`src/rtl/serial_transmit_pkg.sv`:
```
// Shared constants and slot helpers for the serial byte link.
// Both the transmitter and receiver-side filter pull IDLE_BYTE from here.
package serial_transmit_pkg;

  localparam int DATA_W    = 8;
  localparam int FRAME_LEN = 9;
  localparam int IDX_W     = $clog2(FRAME_LEN);

  localparam logic FRAME_BIT = 1'b0;

  localparam logic [DATA_W-1:0] IDLE_BYTE_DEF = 8'h00;

  typedef logic [IDX_W-1:0] slot_idx_t;

  localparam slot_idx_t LAST_IDX = slot_idx_t'(FRAME_LEN - 1);

  function automatic slot_idx_t idx_next(slot_idx_t i);
    return (i == LAST_IDX) ? '0 : i + 1'b1;
  endfunction

endpackage

```
`src/rtl/sync_fifo.sv`:
```
// Small synchronous FIFO with a separate occupancy counter.
// Read data is the combinational head entry.
module sync_fifo #(
  parameter int WIDTH = 8,
  parameter int DEPTH = 4
) (
  input  logic                       clk,
  input  logic                       rst_n,
  input  logic                       push,
  input  logic                       pop,
  input  logic [WIDTH-1:0]           wdata,
  output logic [WIDTH-1:0]           rdata,
  output logic [$clog2(DEPTH+1)-1:0] level,
  output logic                       full,
  output logic                       empty
);

  localparam int AW = $clog2(DEPTH);
  localparam int LW = $clog2(DEPTH+1);

  logic [WIDTH-1:0] mem [DEPTH];
  logic [AW-1:0]    wptr;
  logic [AW-1:0]    rptr;
  logic [LW-1:0]    cnt;
  logic             wr;
  logic             rd;

  assign full  = (cnt == LW'(DEPTH));
  assign empty = (cnt == '0);
  assign wr    = push && !full;
  assign rd    = pop && !empty;
  assign rdata = mem[rptr];
  assign level = cnt;

  always_ff @(posedge clk) begin
    if (wr) mem[wptr] <= wdata;
  end

  always_ff @(posedge clk or negedge rst_n) begin
    if (!rst_n) begin
      wptr <= '0;
      rptr <= '0;
      cnt  <= '0;
    end else begin
      if (wr) wptr <= wptr + 1'b1;
      if (rd) rptr <= rptr + 1'b1;
      unique case ({wr, rd})
        2'b10:   cnt <= cnt + 1'b1;
        2'b01:   cnt <= cnt - 1'b1;
        default: cnt <= cnt;
      endcase
    end
  end

endmodule

```
`src/rtl/serial_transmit.sv`:
```
// Byte serialiser: 9-cycle slots of 8 data bits MSB first plus a 0 frame bit.
// Empty slots carry IDLE_BYTE; a FIFO absorbs producer bursts.
module serial_transmit
  import serial_transmit_pkg::*;
#(
  parameter int                DEPTH     = 4,
  parameter logic [DATA_W-1:0] IDLE_BYTE = IDLE_BYTE_DEF
) (
  input  logic                       clk,
  input  logic                       rst_n,
  input  logic [DATA_W-1:0]          in_data,
  input  logic                       in_valid,
  output logic                       in_ready,
  output logic                       txd,
  output logic                       busy,
  output logic                       frame_done,
  output logic [$clog2(DEPTH+1)-1:0] fifo_level
);

  // cnt_q is the slot index the next edge starts, so the
  // frame-bit cycle currently on txd is the one with cnt_q == 0.
  slot_idx_t         cnt_q;
  slot_idx_t         cnt_d;
  logic [DATA_W-1:0] shift_q;
  logic [DATA_W-1:0] shift_d;
  logic              busy_q;
  logic              busy_d;
  logic              txd_q;
  logic              txd_d;
  logic [2:0]        bit_sel;

  logic              load;
  logic              pop;
  logic              push;
  logic [DATA_W-1:0] fifo_rdata;
  logic              fifo_full;
  logic              fifo_empty;

  assign push = in_valid && !fifo_full;
  assign load = (cnt_q == '0);
  assign pop  = load && !fifo_empty;

  sync_fifo #(
    .WIDTH (DATA_W),
    .DEPTH (DEPTH)
  ) u_fifo (
    .clk   (clk),
    .rst_n (rst_n),
    .push  (push),
    .pop   (pop),
    .wdata (in_data),
    .rdata (fifo_rdata),
    .level (fifo_level),
    .full  (fifo_full),
    .empty (fifo_empty)
  );

  always_ff @(posedge clk or negedge rst_n) begin
    if (!rst_n) begin
      cnt_q   <= '0;
      shift_q <= IDLE_BYTE;
      busy_q  <= 1'b0;
      txd_q   <= 1'b1;
    end else begin
      cnt_q   <= cnt_d;
      shift_q <= shift_d;
      busy_q  <= busy_d;
      txd_q   <= txd_d;
    end
  end

  always_comb begin
    cnt_d   = idx_next(cnt_q);
    shift_d = shift_q;
    busy_d  = busy_q;
    if (load) begin
      shift_d = pop ? fifo_rdata : IDLE_BYTE;
      busy_d  = pop;
    end
  end

  // bit 7-k for slot index k is just the 3-bit complement of k
  assign bit_sel = ~cnt_q[2:0];

  always_comb begin
    txd_d = FRAME_BIT;
    unique case (1'b1)
      (cnt_q == LAST_IDX): txd_d = FRAME_BIT;
      default:             txd_d = shift_d[bit_sel];
    endcase
  end

  assign txd        = txd_q;
  assign busy       = busy_q;
  assign frame_done = busy_q && load;
  assign in_ready   = !fifo_full;

endmodule

```
`config.mk`:
```
export PLATFORM = sky130hd
export DESIGN_NAME = serial_transmit
export DESIGN_NICKNAME = d
export VERILOG_FILES = /design/src/rtl/serial_transmit_pkg.sv /design/src/rtl/sync_fifo.sv /design/src/rtl/serial_transmit.sv
export SDC_FILE = /design/constraint.sdc
export NUM_CORES = 1
export LEC_CHECK = 0
export CORE_MARGIN = 5
export CORE_UTILIZATION = 40
export CTS_CLUSTER_SIZE = 24
export DETAILED_ROUTE_END_ITERATION = 12
export PLACE_DENSITY = 0.69
export SKIP_CTS_REPAIR_TIMING = 1
export SLEW_MARGIN = 20
export SYNTH_ARGS = -nofsm -noshare
export SYNTH_HDL_FRONTEND = slang
export SYNTH_SLANG_ARGS = --single-unit
```
`constraint.sdc`:
```
create_clock -name clk -period 7.15 [get_ports clk]
set_clock_uncertainty 0.15 [all_clocks]
set_input_delay 1.43 -clock clk [delete_from_list [all_inputs] [get_ports clk]]
set_output_delay 1.43 -clock clk [all_outputs]
set_load 0.05 [all_outputs]
```
---- Yosys cells after proc, flatten, opt, wreduce, memory -nomap -nowiden ----
Memory sizes are Yosys's and may differ from the RTL's.
Cells that the tools add are included.
cells by class
  add/subtract/negate cells ............... 5
  order comparisons ....................... 1
  eq/ne operators ......................... 4
  mux-type cells .......................... 9
  bitwise logic cells ..................... 1
  reductions and logical operators ........ 10
operators with widths
  cell                                                        number
  two-way mux 8 bit                                           2
  one-hot mux 3 bit (2 select lines)                          1
  logical AND 1 bit                                           5
  adder 2 x 1 -> 2 bit, second input constant                 2
  adder 4 x 1 -> 4 bit, second input constant                 1
  == test 4 bit, second input constant                        1
  zero test 4 bit                                             1
  less-than comparator 3 x 4 -> 1 bit, second input constant  1
  two-way mux 1 bit                                           4
  two-way mux 4 bit                                           1
  adder 3 x 1 -> 3 bit, second input constant                 1
  binary-select mux 1 bit (select 3 bit)                      1
  == test 3 bit, second input constant                        1
  zero test 3 bit                                             1
  NOT 3 bit                                                   1
  subtractor 3 x 1 -> 3 bit, second input constant            1
  == test 2 x 1 -> 1 bit, second input constant               1
  == test 2 bit, second input constant                        1
  zero test 1 bit                                             2
  nonzero test 2 bit                                          1
storage, ports and cells
  register bits ........................... 21
  memory bits (writable) .................. 32
  input port bits ......................... 11
  output and inout bits ................... 7
  word-level logic and storage cells ...... 38
  memories ................................ 1
memories
  name        depth  bits a word  rd ports  clocked after Yosys merged registers in  wr ports  RTL line         source
  u_fifo.mem  4      8            1         0                                        1         sync_fifo.sv:21  logic [WIDTH-1:0] mem [DEPTH];

---- Logic depth before layout (Yosys ltp) ----
Gate-level depths: netlist (run 1).
  depth in word-level cells ............... 8
  gate-level depth with buffers ........... 11
  depth with buffers taken out ............ 10

---- Modules after synthesis ----
From an unflattened synthesis (run 1), not the netlist that was laid out.
second synthesis, totals
  cell total of the unflattened synthesis .. 155
  area total of the unflattened synthesis .. 2356.0 µm²
by module, submodules not included
  module           instances  cells an instance  area each (µm²)  seq. area each (µm²)
  sync_fifo        1          79                 1592.8           1136.1
  serial_transmit  1          76                 763.2            351.6

---- Worst setup path before layout (run 1) ----
Ideal clock, no wire load.
  kind .................................... reg-to-output
  start point ............................. register cnt_q[0]
  end point ............................... output port frame_done
  arrival time ............................ 1466 ps
  data required time ...................... 5570 ps
  path slack .............................. 4104 ps
  stages on the path, launching flop included .. 5
  path buffers ............................ 0
  cells stage by stage .................... dfrtp_1 -> inv_1 -> ha_1 -> nor3b_1 -> and2_1
on the way
  longest elaborated chain between the ends .. 2
RTL lines
  item                    RTL line               source
  from (decl)             serial_transmit.sv:22  slot_idx_t cnt_q;
  from (signal assigned)  serial_transmit.sv:65  cnt_q <= cnt_d;
  zero test 4 bit         serial_transmit.sv:40  assign load = (cnt_q == '0);
  logical AND 1 bit       serial_transmit.sv:95  assign frame_done = busy_q && load;
  to (decl)               serial_transmit.sv:16  output logic frame_done,
No other way between the ends.

---- Final worst setup path (run 1) ----
Same ends and word-level chain as after synthesis.

==> summary.md, run 1 <==
| Metric | Value |
|---|---|
| Outcome | `completed` |
| Layout area overhead | `15.80%` |
| Hold depth | `2` |
| DRT antenna net count | `0` |
| Cell row count | `27` |
| Mux cell area share after synthesis | `9.773%` |
| R2R Path Start | `cnt_q[0]` |
| Maximum capacitance violations | `0` |
| Switching Share | `32.18%` |
| Ant. Diodes | `0` |
| First-pass GRT wire length | `6023 um` |
| Max Buffers Root-to-Sink | `2` |
| Seq/Total Area, Yosys | `67.56%` |
| Post-synth EDFFs | `32` |
| Critical setup path kind | `flip-flop to primary output` |
| LEAKAGE | `0.9621 nW` |
| Vias | `1125` |
| R2R cell count | `10` |
| Detailed Route WL | `3574 um` |
| Max stage delay on crit path | `790 ps` |
| Hold Path Sink | `shift_q[6]` |
| Fin nets | `173` |
| Synth warn | `0` |
| Final hold vios | `0` |
| Delay-heaviest family, CP | `buffers and inverters` |
| GRT Util Overall | `11.16%` |
| Largest family of logic cells by synthesized area | `multiplexers` |
| Max VDD drop | `0.1848 mV` |
| Pwr per Cell Area | `380.6 mW/mm^2` |
| Synth Instances | `134` |
| Worst rel slew slack | `37.67%` |
| CTS clk-pin slew, worst paths | `90 ps` |
| Switching pwr | `0.3123 mW` |
| Vias in the first global route | `1219` |
| #FFs+latches synth | `53` |
| TritonCTS Buffers | `5` |
| Cell variety after synth | `30` |
| Initial drt markers | `47` |
| CTS tree | `done` |
| Synth Area in Compound Gates | `5.682%` |
| Vias per cell | `4.956` |
| Initial Util | `40.49%` |
| Slew Viols, Final | `0` |
| Crit-path cells | `inv_1 > ha_1 > nor3b_1 > and2_1 > clkdlybuf4s50_1` |
| Asr flop ratio synth | `39.62%` |
| Largest net degree at the start of global routing | `22` |
| Share of power burned in registers | `48.9%` |
| CP Capture Type | `primary output` |
| Worst hold-check path type | `flip-flop to flip-flop` |
| P_int | `0.6581 mW` |
| Hpwl dp | `2570 um` |
| Final setup vio count | `0` |
| Die area | `0.007089 mm^2` |
| Drt wl/cell | `15.74 um` |
| Total global routing overflow | `0` |
| XOR/XNOR Fraction of Synth Area | `2.784%` |
| Slowest stage cell, crit path | `clkdlybuf4s50_1` |
| Tcrit/Tclk final | `56.09%` |
| Reg2reg end | `u_fifo.level[2]` |
| Post-route minimum period | `4011 ps` |
| Post-layout util | `46.88%` |
| Startpoint Class | `flip-flop` |
| Buffers & Inverters on Critical Path | `2` |
| Non-filler cells, final | `227` |
| Placer Congestion | `0.7609` |
| Max Fanout on Critical Path | `6` |
| Total power draw | `0.9704 mW` |
| Layout cells sized above 1 | `16.77%` |
| Flop2flop setup slack | `4240 ps` |
| Min-Delay Startpoint | `shift_q[6]` |
| Root buffer cell | `clkbuf_8` |
| Placeable Area | `0.005439 mm^2` |
| Synth Area in Adders | `4.886%` |
| Arrival time worst endpoint | `2430 ps` |
| Residual DRC | `0` |
| Vert. Die Dim | `84.20 um` |
| Power share of the clock group | `21.3%` |
| Avg Cell Area, Syn | `16.43 um^2` |
| Dpl cells | `219` |
| Htree depth | `2` |
| Worst Max-Slew Pin Slew | `932.1 ps` |
| Comb pwr share | `29.8%` |
| Simple-Gate Fraction of Synth Area | `6.364%` |
| Fmax | `249.3 MHz` |
| TritonCTS Sinks | `53` |
| Syn Nets | `153` |
| Worst-Skew Late Latency | `310 ps` |
| Io pins | `18` |
| Initial antenna violation count | `0` |
| CP Data Required Time | `5570 ps` |
| Synth Flop Type | `edfxtp_1` |
| Die Wd | `84.20 um` |
| TritonRoute pass-1 iters | `4` |
| Post-synthesis cell area | `0.002202 mm^2` |
| IO buf count | `17` |
| Final setup TNS | `0 ps` |
| RSZ-0062 raised after global routing | `no` |
[worst min-delay path, stage by stage, from the launching register on]
cell and delay, ps:
dfrtp_1 330, nand2_1 70, nand2_1 70
[cells by family after synthesis]
| logic type | Yosys count |
|---|---|
| mux | 10 |
| fa+ha+maj | 8 |
| compound gates | 16 |
| xor+xnor | 7 |
| simple gates | 27 |
| flops | 53 |
| buf+inv | 13 |
[how the worst max path moves through the flow]
stage | startpoint | end | cells past startpoint
global placement | cnt_q[0] | frame_done | 5
global route | cnt_q[1] | frame_done | 5
floorplan | cnt_q[0] | frame_done | 4
detailed placement | cnt_q[0] | frame_done | 5
CTS | cnt_q[0] | frame_done | 5
finish | cnt_q[0] | frame_done | 5
[cell usage after synthesis, drive strengths merged, types with 2 or more instances]
| cell type | n | area [um^2] |
|---|---|---|
| o21ai | 3 | 15.01 |
| nand2 | 12 | 45.04 |
| edfxtp | 32 | 960.9 |
| mux4 | 9 | 205.2 |
| and3 | 4 | 25.02 |
| xnor2 | 3 | 26.28 |
| xor2 | 4 | 35.03 |
| a22o | 6 | 58.81 |
| dfrtp | 20 | 500.5 |
| nand3 | 4 | 20.02 |
| and2 | 3 | 18.77 |
| inv | 9 | 33.78 |
| a31oi | 3 | 18.77 |
| ha | 7 | 87.58 |
| clkbuf | 2 | 8.750 |
| buf | 2 | 22.52 |
[layout make-up]
class / instances / area, um^2
well taps: 72 / 90.09
clock inverters: 3 / 50.05
inverters: 9 / 33.78
repair buffers: 17 / 170.2
multi-input cells: 68 / 649.4
fillers: 467 / 2889
clock buffers: 5 / 68.82
flip-flops and latches: 53 / 1488
[layout by cell type (no fill, tap or decap), types with 3 or more instances in the layout]
cell type        netlist  final
edfxtp_1              32     32
a22o_2                 5      5
inv_1                  9      9
mux4_2                 8      8
ha_1                   7      7
a31oi_1                3      3
clkbuf_8               0      5
dfrtp_1               20     20
and3_1                 4      4
nand3_1                4      4
xnor2_1                3      3
clkdlybuf4s50_1        0     17
xor2_1                 4      4
o21ai_0                3      3
and2_1                 3      3
nand2_1               12     12
[power by group through the flow]
| stage | Combinational [mW] | Sequential [mW] | Clock, mW |
|---|---|---|---|
| 2_1_floorplan | 0.190 | 0.496 | 0 |
| 3_3_place_gp | 0.283 | 0.476 | 0 |
| 3_5_place_dp | 0.294 | 0.482 | 0 |
| 4_1_cts | 0.295 | 0.476 | 0.212 |
| 5_1_grt | 0.315 | 0.485 | 0.227 |
| 6_report | 0.289 | 0.474 | 0.207 |
[per-layer routing]
layer | wire [um] | global-route usage (%) | part of all wire, % | vias up
met3 | 188 | 3.533 | 5.3 | 8
met2 | 1795 | 17.65 | 50 | 21
met4 | 63 | 5.409 | 1.8 | 0
li1 | - | - | - | 534
met1 | 1527 | 13.90 | 43 | 562
met5 | 0 | 0 | 0 | -
[through the flow]
step           worst slack [ps]  cell area [um^2]  hold WS [ps]
3_3_place_gp               3548              2431         320.7
2_1_floorplan              4104              2202         290.2
4_1_cts                    3116              2550         347.9
6_report                   3139              2550         352.4
3_5_place_dp               3460              2431         326.0
5_1_grt                    2942              2550         387.7
[sequential cells by signal, summed over array words and instances, names as in the netlist]
register / count
busy: 1
cnt_q: 4
shift_q: 8
txd: 1
u_fifo.level: 3
u_fifo.mem: 32
u_fifo.rptr: 2
u_fifo.wptr: 2
Note: power is estimated with default switching activity, not from simulation.
==> run 2: changes to the inputs <==
clock period = 4.19 ns   (was 7.15 ns; I/O delays follow)
==> summary.md, run 2 (synthesis gave the netlist of run 1 again) <==
| Metric | Value |
|---|---|
| Layout cells sized above 1 | `16.77% (unchanged)` |
| Slew Viols, Final | `0 (unchanged)` |
| Largest net degree at the start of global routing | `22 (unchanged)` |
| Ant. Diodes | `0 (unchanged)` |
| Post-route minimum period | `3432 ps` |
| Final setup TNS | `0 ps (unchanged)` |
| Startpoint Class | `flip-flop` |
| Initial antenna violation count | `0 (unchanged)` |
| Root buffer cell | `clkbuf_8` |
| Fin nets | `173 (unchanged)` |
| Share of power burned in registers | `48.9% (about the same)` |
| Maximum capacitance violations | `0 (unchanged)` |
| Fmax | `291.4 MHz` |
| Final setup vio count | `0 (unchanged)` |
| Vias per cell | `5.035 (+1.6%)` |
| Total power draw | `1.652 mW (+70%)` |
| Hpwl dp | `2618 um (+1.9%)` |
| TritonRoute pass-1 iters | `5 (+1)` |
| Min-Delay Startpoint | `shift_q[7]` |
| Tcrit/Tclk final | `81.91%` |
| RSZ-0062 raised after global routing | `no` |
| Switching Share | `32.07% (-0.11 points)` |
| TritonCTS Sinks | `53 (unchanged)` |
| GRT Util Overall | `11.32% (+0.16 points)` |
| Max VDD drop | `0.2689 mV (+46%)` |
| Vias in the first global route | `1234 (+1.2%)` |
| CP Data Required Time | `3200 ps (-2370 ps)` |
| Vias | `1143 (+1.6%)` |
| Layout area overhead | `15.68% (about the same)` |
| Commonest non-fill, non-tap cell in the layout | `edfxtp_1` |
| Commonest non-fill, non-tap cells in the layout | `edfxtp_1, dfrtp_1, clkdlybuf4s50_1` |
| Final hold vios | `0 (unchanged)` |
| Placeable Area | `0.005439 mm^2 (unchanged)` |
| Residual DRC | `0 (unchanged)` |
| Hold depth | `2 (unchanged)` |
| R2R cell count | `10 (unchanged)` |
| CP startpoint | `cnt_q[0]` |
| Drt wl/cell | `15.84 um (+0.62%)` |
| Initial drt markers | `41 (-13%)` |
| Max Buffers Root-to-Sink | `2 (unchanged)` |
| Io pins | `18 (unchanged)` |
| Vert. Die Dim | `84.20 um (unchanged)` |
| Hold Path Sink | `shift_q[7]` |
| TritonCTS Buffers | `5 (unchanged)` |
| Switching pwr | `0.5298 mW (+70%)` |
| IO buf count | `17 (unchanged)` |
| Htree depth | `2 (unchanged)` |
| Reg2reg end | `u_fifo.level[2]` |
| CP Capture Type | `primary output` |
| Critical setup path kind | `flip-flop to primary output` |
| Placer Congestion | `0.7588 (-0.28%)` |
| Max Fanout on Critical Path | `6 (unchanged)` |
| Initial Util | `40.49% (unchanged)` |
| Top Registers | `u_fifo.mem: 32 flops, shift_q: 8 flops, cnt_q: 4 flops` |
| P_int | `1.122 mW (+71%)` |
| Worst-Skew Late Latency | `300 ps (about the same)` |
| Power share of the clock group | `21.0% (-0.3 points)` |
| CTS tree | `done` |
| Worst rel slew slack | `37.46% (-0.20 points)` |
| Die area | `0.007089 mm^2 (unchanged)` |
| LEAKAGE | `0.9610 nW (-0.11%)` |
| Arrival time worst endpoint | `2440 ps (about the same)` |
| Die Wd | `84.20 um (unchanged)` |
| Largest register FFs | `32 (unchanged)` |
| DRT antenna net count | `0 (unchanged)` |
| Flop2flop setup slack | `1260 ps (-2980 ps)` |
| Total global routing overflow | `0 (unchanged)` |
| Pwr per Cell Area | `648.4 mW/mm^2 (+70%)` |
| Detailed Route WL | `3596 um (+0.62%)` |
| CTS clk-pin slew, worst paths | `90 ps (about the same)` |
| Cell row count | `27 (unchanged)` |
| R2R Path Start | `cnt_q[0]` |
| Worst Max-Slew Pin Slew | `935.1 ps (+3.014 ps)` |
| Reg with most FFs | `u_fifo.mem` |
| First-pass GRT wire length | `6189 um (+2.8%)` |
| Comb pwr share | `30.1% (+0.3 points)` |
| Worst hold-check path type | `flip-flop to flip-flop` |
| Outcome | `completed` |
## run 2: final cells by class
type / count / area [um^2]
multi-input cells: 68 / 649.4
fillers: 462 / 2892
clock inverters: 3 / 47.55
clock buffers: 5 / 68.82
repair buffers: 17 / 170.2
inverters: 9 / 33.78
flip-flops and latches: 53 / 1488
well taps: 72 / 90.09
## run 2: critical path: stages (launching register included)
cell	delay, ps
dfrtp_1	450
inv_1	110
ha_1	220
nor3b_1	390
and2_1	180
clkdlybuf4s50_1	790
## run 2: worst max path at each step
stage / slack [ps] / end
finish: 760 / frame_done
global route: 570 / frame_done
CTS: 760 / frame_done
detailed placement: 1090 / frame_done
global placement: 1170 / frame_done
floorplan: 1320 / u_fifo.level[2]
## run 2: metrics by stage
stage / instances / instance area (um^2) / hold slack, ps / worst slack, ps / utilization, %
2_1_floorplan: 134 / 2202 / 290.2 / 1322 / -
3_3_place_gp: 219 / 2431 / 321.7 / 1172 / 44.70
3_5_place_dp: 219 / 2431 / 323.6 / 1089 / 44.70
4_1_cts: 227 / 2547 / 348.5 / 755.2 / 46.84
5_1_grt: 227 / 2547 / 376.6 / 568.9 / 46.84
6_report: 227 / 2547 / 346.9 / 758.0 / 46.84
## run 2: power by group through the flow
stage          clock network (mW)  registers (mW)  logic (mW)
3_5_place_dp                    0           0.824       0.501
4_1_cts                     0.358           0.813       0.504
3_3_place_gp                    0           0.813       0.483
2_1_floorplan                   0           0.846       0.324
6_report                    0.347           0.808       0.497
5_1_grt                     0.384           0.830       0.539
## run 2: per-layer routing
layer	vias up	track usage [%]	routed length (um)
li1	535	-	-
met4	0	3.947	53
met5	-	0	0
met1	584	13.50	1480
met3	7	3.337	142
met2	17	19.51	1919
==> RTL change (flow settings as in run 2) <==
Set the package constant `DATA_W` to 6 (it was 8).
--- a/src/rtl/serial_transmit_pkg.sv
+++ b/src/rtl/serial_transmit_pkg.sv
@@ -2,7 +2,7 @@
 // Both the transmitter and receiver-side filter pull IDLE_BYTE from here.
 package serial_transmit_pkg;
 
-  localparam int DATA_W    = 8;
+  localparam int DATA_W    = 6;
   localparam int FRAME_LEN = 9;
   localparam int IDX_W     = $clog2(FRAME_LEN);
 
Ports: changed (resized in_data); port bits go from 18 to 16. No check against the original RTL was run, so the function may have changed too.
==> RTL change against run 2 <==
  * Setup slack worse by 0.16 ns
  * Critical path depth is the same
  * Sequential cell count shrank 10
  * Power down 13%
  * Synthesized cell count is 13% lower
  * Synthesized area is 17% lower
  * Final cell count shrank 17%
  * Sequential share of layout area down 2.2 points
  * Sequential power shrank 18%
  * Wire length decreased by 15%
  * Non-clock buffer count fell by 2
  * Die area fell by 15%
  * Final area decreased by 16%
  * Highest routed layer unchanged
==> RTL change: results (changes against run 2) <==
[sta]
slew_headroom_pct = 43.4  ; +6.0 points
finalHoldViolCount = 0  ; unchanged
min_period_ns = 3.59  ; +0.159 ns

[worst_setup_path]
critical_path_class = flop to primary output
endpoint = frame_done
worst_path_largest_cell_delay_ns = 0.81  ; +0.02 ns
slowest_stage = clkdlybuf4s50_1
cp_max_fo = 10  ; +4
reg2reg_from = cnt_q[0]
r2r_cells = 10  ; unchanged
cpLargestDelayFamily = buffers and inverters
regToRegSetupSlack_ns = 1.01  ; -0.25 ns
r2r_end = u_fifo.level[2]
worstPathArrival_ns = 2.60  ; +0.16 ns

[cells_and_area]
antenna_cells = 0  ; unchanged
fillerInstances = 366  ; -21%
multi_input_area_sq_um = 566  ; -13%
final_nets = 153  ; -12%
drive_gt1_share_pct = 16.8  ; about the same
largestRegisters = u_fifo.mem: 24 flops, shift_q: 6 flops, cnt_q: 4 flops

[clock_tree]
clk_path_buf_depth = 2  ; unchanged
clock_latency_ns = 0.29
root_buffer = clkbuf_8
numCtsBuffers = 5  ; unchanged
htreeDepth = 2  ; unchanged
clkTransAtPathRegs_ns = 0.08

[run_status]
status = complete, no violations

[hold_path]
hold_class = flop to flop

[detailed_routing]
wl_mm = 3.06  ; -15%
vias_per_cell = 5.18  ; +2.9%
drt_iter0_drc = 37  ; -9.8%
dr.pass1.iters = 4  ; -1

[yosys]
muxShareOfSynthArea_pct = 9.14  ; -0.63 points
synthTopCellsByCount = edfxtp_1 (24), dfrtp_1 (18), inv_1 (10), ha_1 (7)
async_flop_share_pct = 44.2  ; +4.6 points
ys_seq_area_share_pct = 65.8  ; -1.8 points
ys_warn_count = 0  ; unchanged
synth.top_cells.by_area = edfxtp_1 (40%), dfrtp_1 (25%), mux4_2 (7.4%)
synth_edf_count = 24  ; -25%
synth_xor_area_share_pct = 3.37  ; +0.58 points
yosysUniqueCellTypes = 31  ; +3.3%
synth-compound-area-share_pct = 6.25  ; +0.57 points
synth_fp_nets = 134  ; -12%
synthAdderAreaFrac_pct = 5.91  ; +1.0 points

[power_and_ir_drop]
peakVddDrop_v = 0.000362  ; +35%
p_leak_uw = 0.000842  ; -12%

[placed_design]
io_buffer_count = 15  ; -2
place_hpwl_mm = 2.25  ; -14%
dpl_worst_slack_ns = 0.917  ; -0.172 ns
place_congestion = 0.762  ; +0.36%
post_dp_cell_area_sq_mm = 0.00202  ; -17%

[global_routing]
antenna_found_initial = 0  ; unchanged
first_global_vias = 1095  ; -11%
grt_max_degree = 20  ; -9.1%
grt.total_usage_pct = 10.7  ; -0.60 points
grt_first_pass_wirelength_mm = 5.09  ; -18%

-- RTL change: cell types whose count changed in the layout (fill, tap and decap cells not counted), sizes merged, moves of 2 or more --
| cell | before | now |
|---|---|---|
| nand2 | 12 | 6 |
| clkdlybuf4s50 | 17 | 15 |
| edfxtp | 32 | 24 |
| and2 | 3 | 1 |
| nand3 | 4 | 1 |
| nor2 | 1 | 5 |
| dfrtp | 20 | 18 |
| a21oi | 1 | 3 |
| a31oi | 3 | 1 |
| mux4 | 9 | 6 |
-- RTL change: layout make-up --
type | count | share of cell area (%)
flip-flops and latches | 43 | 56.2
multi-input cells | 61 | 26.5
repair buffers | 15 | 7.04
clock buffers | 5 | 3.23
well taps | 52 | 3.05
clock inverters | 3 | 2.23
inverters | 10 | 1.76
-- RTL change: logic make-up (layout without fill, tap and decap cells) --
logic type | count (synthesis) | count (layout)
flops | 43 | 43
simple gates | 22 | 22
compound gates | 15 | 15
buf+inv | 13 | 33
mux | 9 | 9
fa+ha+maj | 8 | 8
xor+xnor | 7 | 7
-- RTL change: routing by layer --
layer | share of wire, % | global-route usage, %
met5 | 0 | 0
met4 | 1.1 | 3.44
met1 | 40 | 12.2
met3 | 3.7 | 3.47
met2 | 55 | 19.0
-- RTL change: power breakdown --
part	switching [uW]	total (uW)	internal, uW
clock network	143	323	181
logic	240	447	207
registers	91.5	666	575
-- RTL change: worst register-to-register path, cell delays in order (launching register included) --
cell     delay, ns
dfrtp_1       0.46
inv_1         0.11
ha_1          0.25
or3b_1        0.54
nor2_2        0.46
ha_1          0.26
inv_1         0.06
fa_1          0.37
xor2_1        0.15
nor2_1        0.12
xor2_1        0.17
-- RTL change: how the worst min path moves through the flow --
stage / slack [ns] / cells after the start / startpoint / end
after CTS: 0.35 / 2 / shift_q[5] / shift_q[5]
after global routing: 0.39 / 1 / shift_q[1] / shift_q[1]
final: 0.35 / 2 / shift_q[5] / shift_q[5]
after global placement: 0.32 / 2 / shift_q[5] / shift_q[5]
after detailed placement: 0.33 / 2 / shift_q[5] / shift_q[5]
after floorplan: 0.30 / 2 / shift_q[5] / shift_q[5]
-- RTL change: through the flow --
stage / instances / power, uW
2_1_floorplan: 117 / 982
3_3_place_gp: 181 / 1100
3_5_place_dp: 181 / 1130
4_1_cts: 189 / 1460
5_1_grt: 189 / 1520
6_report: 189 / 1440
